`src/rtl/m_display.sv`:
```
// m_display: PicoBlaze output peripheral scanning a 4-digit 7-segment display with PWM brightness and double-buffered frames
module m_display #(
    parameter int BASE     = 0,
    parameter int PRESCALE = 1023
) (
    input  logic       CLK,
    input  logic       RST,
    input  logic [7:0] port_id,
    input  logic [7:0] out_port,
    input  logic       write_strobe,
    output logic [7:0] SEG,
    output logic       DIG1,
    output logic       DIG2,
    output logic       DIG3,
    output logic       DIG4
);
    localparam int PW = $clog2(PRESCALE + 1) > 10 ? $clog2(PRESCALE + 1) : 10;
    localparam logic [PW-1:0] PMAX = PW'(PRESCALE);
    localparam logic [7:0] B = 8'(BASE);
    logic [PW-1:0] pcnt;
    logic [3:0] slot, bright;
    logic [1:0] digidx;
    logic [7:0] off;
    logic [7:0] sh [4];
    logic [7:0] act [4];
    logic en, pend, tick, boundary, on, wr, commit_wr, commit;
    assign off       = port_id - B;
    assign wr        = write_strobe && off < 8'd6;
    assign commit_wr = wr && off == 8'd5;
    assign tick      = pcnt == PMAX;
    assign boundary  = tick && digidx == 2'd3 && slot == 4'd15;
    // a COMMIT landing on the boundary itself waits for the following frame
    assign commit    = boundary && pend && !commit_wr;
    // slot 15 is the inter-digit dead time that suppresses ghosting
    assign on        = en && slot < bright && slot != 4'd15;
    always_ff @(posedge CLK) begin
        if (RST) begin
            pcnt   <= '0;
            slot   <= '0;
            digidx <= '0;
            en     <= 1'b0;
            bright <= '0;
            pend   <= 1'b0;
            SEG    <= '0;
            DIG1   <= 1'b0;
            DIG2   <= 1'b0;
            DIG3   <= 1'b0;
            DIG4   <= 1'b0;
            for (int i = 0; i < 4; i++) begin
                sh[i]  <= '0;
                act[i] <= '0;
            end
        end else begin
            pcnt <= tick ? '0 : pcnt + PW'(1);
            if (tick) begin
                slot <= slot + 4'd1;
                if (slot == 4'd15)
                    digidx <= digidx + 2'd1;
            end
            if (wr && off < 8'd4)
                sh[off[1:0]] <= out_port;
            if (wr && off == 8'd4) begin
                en     <= out_port[0];
                bright <= out_port[7:4];
            end
            if (commit)
                for (int i = 0; i < 4; i++)
                    act[i] <= sh[i];
            pend <= commit_wr || (pend && !commit);
            SEG  <= on ? act[digidx] : 8'h00;
            DIG1 <= on && digidx == 2'd0;
            DIG2 <= on && digidx == 2'd1;
            DIG3 <= on && digidx == 2'd2;
            DIG4 <= on && digidx == 2'd3;
        end
    end
endmodule
```
`config.mk`:
```
export PLATFORM = sky130hd
export DESIGN_NAME = m_display
export DESIGN_NICKNAME = d
export VERILOG_FILES = /design/src/rtl/m_display.sv
export SDC_FILE = /design/constraint.sdc
export NUM_CORES = 1
export LEC_CHECK = 0
export CORE_MARGIN = 2
export CORE_UTILIZATION = 34
export CTS_CLUSTER_DIAMETER = 40
export CTS_CLUSTER_SIZE = 8
export DETAILED_ROUTE_END_ITERATION = 16
export GPL_TIMING_DRIVEN = 0
export PLACE_DENSITY = 0.59
export SLEW_MARGIN = 25
export SYNTH_ARGS = -nofsm -noshare
export SYNTH_HDL_FRONTEND = slang
export SYNTH_SLANG_ARGS = --single-unit
```
`constraint.sdc`:
```
create_clock -name CLK -period 3.5 [get_ports CLK]
set_input_delay 0.35 -clock CLK [delete_from_list [all_inputs] [get_ports CLK]]
set_output_delay 0.35 -clock CLK [all_outputs]
set_load 0.02 [all_outputs]
```
## Word-level counts from Yosys, hierarchy flattened

Memories as Yosys holds them, arrays and structs flattened. A register that Yosys moved wholly into a read port is not among the register bits.
Index checks and enable logic that the tools add are counted.

- Memories kept: 2
- Register bits after elaboration: 26
- RAM bits: 64

Memories:

| memory | depth | bits a word | rd ports | clocked after Yosys merged registers in | wr ports | RTL line | text |
|---|---|---|---|---|---|---|---|
| act | 4 | 8 | 1 | 1 | 4 | 25 | `logic [7:0] act [4];` |
| sh | 4 | 8 | 4 | 0 | 4 | 24 | `logic [7:0] sh [4];` |

- Magnitude comparators: 3
- Reductions and logical operators: 23
- Multiplexer cells: 15
- Add/sub/neg operators: 3
- Bitwise gates (word level): 5
- Equality and inequality tests: 8

Operators with widths:

| cell | count |
|---|---|
| two-way mux 8 bit | 5 |
| equality test 8 x 3 -> 1 bit, second input constant | 2 |
| < comparator 8 x 3 -> 1 bit, second input constant | 2 |
| logical AND 1 bit | 15 |
| adder 10 x 1 -> 10 bit, second input constant | 1 |
| equality test 10 bit, second input constant | 1 |
| two-way mux 1 bit | 9 |
| OR reduction 8 bit | 1 |
| adder 4 x 1 -> 4 bit, second input constant | 1 |
| equality test 2 bit, second input constant | 2 |
| equality test 4 bit, second input constant | 1 |
| < comparator 4 bit | 1 |
| inequality test 4 bit, second input constant | 1 |
| OR 1 bit | 4 |
| OR reduction 2 bit | 2 |
| adder 2 x 1 -> 2 bit, second input constant | 1 |
| equality test 2 x 1 -> 1 bit, second input constant | 1 |
| logical NOT 1 bit | 2 |
| logical NOT 2 bit | 1 |
| two-way mux 2 bit | 1 |
| AND reduction 2 bit | 1 |
| logical OR 1 bit | 1 |
| inverter 1 bit | 1 |

## Logic depth before layout (Yosys ltp)

- Depth in word-level cells: 9
- Depth in mapped cells: 6

## Worst setup path after synthesis

No wires, ideal clock.

- Path kind: reg2reg
- Start point: reg pcnt[0]
- End point: mem act[0][0], enable pin
- Stages on the path, launching flop included: 6
- Required time: 3.034 ns
- Period minus slack after synthesis: 3.772 ns
- Data arrival time: 3.307 ns
- Path buffers: 1
- Slack: -0.272 ns
- Path through: dfxtp_1 -> ha_1 -> and3_1 -> clkbuf_1 -> nand4_1 -> o21ai_0

RTL lines:

| element | RTL line | text |
|---|---|---|
| from (decl) | 20 | `logic [PW-1:0] pcnt;` |
| from (signal assigned) | 54 | `pcnt <= tick ? '0 : pcnt + PW'(1);` |
| to (decl) | 25 |  |

==> impl_metrics.csv <==
group,metric,value,unit
die,core,0.0126,mm^2
global_routing,grt_pass1_wl,13300,um
routing,ant_nets,0,
power,combPwrFrac,3.8,%
die,io_pins,31,
run,cap_violations,0,
sta,hold_violations,0,
logic_synthesis,synthFlopType,"edfxtp_1",
final_layout,post-route-util,41.5,%
routing,wl_per_cell,13.9,um
logic_synthesis,synth_cell_types,47,
logic_synthesis,async_reset_ff_share,0,%
placement,port_buffers,30,
worst_setup_path,crit_cells,6,
logic_synthesis,yosysWarnings,0,
power,finalPower,2.42,mW
power,peakVddDrop,249,uV
logic_synthesis,avgSynthCellArea,11.9,um^2
sta,hold_ws,0.473,ns
final_layout,layout.cells.non_filler,584,
sta,skew,0.00744,ns
hold_path,worstHoldStart,"bright[0]",
clocking,cts_setup_buffers,0,
routing,drc_errors,0,
clocking,clock_path_buffers,2,
worst_setup_path,critPathRequiredTime,3.55,ns
clocking,worstSkewPairLatency,0.34,ns
hold_path,hold_depth,2,
worst_setup_path,start_kind,"primary input",
logic_synthesis,synth-seq-cells,98,
sta,setup_viol,0,
worst_setup_path,max_stage_delay,0.56,ns
worst_setup_path,critPathMostFrequentCell,"clkbuf_1",
clocking,cts-buffers-inserted,9,
logic_synthesis,seq_area_frac_synth,59.8,%
logic_synthesis,synthesis.nets,393,
global_routing,grt_pass1_vias,2604,
worst_setup_path,crit_family,"buffers and inverters",
global_routing,overflow,0,
sta,fin_crit_sh,70.3,%
logic_synthesis,synth_edf_count,64,
final_layout,drive_gt1_share,10.4,%
routing,viasPerCell,4.65,
worst_setup_path,rr_worst_depth,6,
logic_synthesis,syn_area,0.00435,mm^2
worst_setup_path,cp_max_fo,22,
worst_setup_path,critPathKind,"in2reg",
logic_synthesis,synthCells,365,
worst_setup_path,critPathCaptureType,"flip-flop",
worst_setup_path,r2r_end,"act[3][2]",
die,rows,41,
hold_path,hp-class,"reg2reg",
sta,worst_pin_slew,0.610,ns
worst_setup_path,worst-path-buf-inv,5,
routing,dr.pass1.iters,4,
power,internal-power,1.94,mW
clocking,cts_num_sinks,98,
final_layout,synthToLayoutAreaGrowth,20.0,%
clocking,cts_root_buffer,"clkbuf_16",
sta,rsz0062_at_grt,"no",
clocking,clk_pin_slew,0.07,ns
die,initial_utilization,34.6,%
final_layout,nNetsFinal,435,
power,sw_frac_of_total,19.9,%
global_routing,grt_usage,12.9,%
worst_setup_path,rr_startpoint,"pcnt[0]",
routing,wl,8120,um
routing,drtIter0Drc,168,
clocking,cts_hold_buf,0,
power,p_clk_share,43.2,%
worst_setup_path,crit_slowest_cell,"clkdlybuf4s50_1",
sta,fin_ws,1.04,ns
worst_setup_path,reg2reg_setup_slack,1.36,ns
global_routing,antenna_found_initial,0,
global_routing,grt_max_degree,23,
clocking,cts_tree,"yes",
final_layout,n_antenna_cell,0,
routing,num_vias,2717,
power,seqPwrFrac,53.0,%
placement,place.gp.congestion,0.759,
clocking,cts_resized,0,
placement,place_ws,0.695,ns
worst_setup_path,path_cells,"clkdlybuf4s50_1 -> clkbuf_1 -> clkinv_1 -> clkbuf_1 -> o21ai_4 -> buf_16",
die,die_y,117,um
worst_setup_path,cp.arrival,2.51,ns
placement,hpwl,6190,um
power,power.leakage,1.78,nW
power,p_sw,0.480,mW
sta,drv_slew,0,
sta,relSlewSlack,58.9,%
clocking,cts_htree_levels,3,
die,die_area,0.0137,mm^2
hold_path,hold_end,"bright[0]",
outcome,outcome,"completed",
sta,period_minus_slack,2.46,ns
die,fp.dieW,117,um
sta,fmax,406,MHz
placement,place_inst,568,
power,pwr_density_cell,463,mW/mm^2
==> registers in the layout (all words and copies together), names as in the netlist <==
signal and cells:
digidx 2, DIG3 1, pcnt 10, DIG2 1, sh 32, act 32
slot 4, en 1, pend 1, DIG4 1, DIG1 1, SEG 8
bright 4
==> worst min-delay path, delay by kind of cell, from the launching register on <==
kind          cells  cell delay (ns)
flops             1             0.32
mux               1             0.05
simple gates      1             0.05
==> synthesized netlist by cell type (all sizes together), types with 3 or more instances <==
cell type / instances / area (um^2)
nor4: 3 / 48.8
mux2i: 6 / 60.1
buf: 5 / 50.0
a21oi: 18 / 90.1
nand2: 13 / 48.8
ha: 9 / 113
nor2: 8 / 30.0
o21ai: 6 / 30.0
and3: 4 / 25.0
inv: 39 / 146
edfxtp: 64 / 1920
dfxtp: 34 / 681
o31ai: 4 / 43.8
or3: 3 / 18.8
nand4: 7 / 43.8
clkbuf: 15 / 56.3
nor3: 34 / 175
and2: 33 / 206
nand2b: 3 / 18.8
nand3: 18 / 90.1
mux4: 8 / 180
or2: 5 / 31.3
==> layout make-up <==
class	instances	area [um^2]
Timing Repair Buffer	31	328
Sequential cell	98	2600
Clock inverter	6	86.3
Buffer	20	106
Fill cell	1198	7350
Tap cell	172	215
Clock buffer	10	229
Multi-Input combinational cell	207	1500
Inverter	40	150
==> through the flow <==
step | area (um^2) | TNS [ns]
CTS | 5220 | 0
global placement | 4860 | -8.81
finish | 5220 | 0
global route | 5220 | 0
detailed placement | 4900 | 0
floorplan | 4350 | 0
==> worst max-delay path by stage <==
stage / startpoint / slack [ns] / end
final: RST / 1.04 / act[3][2]
after global routing: RST / 0.86 / act[2][7]
after CTS: RST / 1.05 / act[3][2]
after detailed placement: RST / 0.69 / act[2][4]
after global placement: RST / -0.28 / act[2][4]
after floorplan: pcnt[0] / 0.59 / act[0][0]
==> layout by cell type, fill, tap and decap left out, types with 7 or more instances in the layout <==
| master | count |
|---|---|
| edfxtp_1 | 64 |
| inv_1 | 39 |
| dfxtp_1 | 34 |
| and2_1 | 33 |
| nor3_1 | 33 |
| clkdlybuf4s50_1 | 30 |
| nand3_1 | 18 |
| a21oi_1 | 18 |
| clkbuf_1 | 16 |
| nand2_1 | 13 |
| ha_1 | 9 |
| clkbuf_16 | 9 |
| nor2_1 | 8 |
| mux4_2 | 8 |
| nand4_1 | 7 |
==> power groups by stage <==
| stage | Clock (mW) | Sequential, mW | Combinational, mW |
|---|---|---|---|
| CTS | 1.06 | 1.28 | 0.0933 |
| global placement | 0 | 1.31 | 0.0867 |
| detailed placement | 0 | 1.31 | 0.0927 |
| global route | 1.11 | 1.29 | 0.101 |
| floorplan | 0 | 1.30 | 0.0449 |
| finish | 1.04 | 1.28 | 0.0914 |
==> routing by layer <==
metal  GRT usage, %  part of all wire, %  up-vias
met5              0                    0        -
met4           4.94                  1.6        0
met3           2.52                  3.5       13
met2           19.3                   45       54
met1           18.5                   50     1261
li1               -                    -     1389
==> logic make-up after synthesis <==
logic type / count (synthesis) / share of synthesized area [%]
adders and majority gates: 9 / 2.59
AOI/OAI and AO/OA: 36 / 5.38
buffers and inverters: 60 / 5.90
and+or+nand+nor: 143 / 19.6
muxes: 16 / 6.04
xor gates and xnor gates: 3 / 0.604
DFF: 98 / 59.8
No activity file was read; power rests on OpenSTA's default activity.
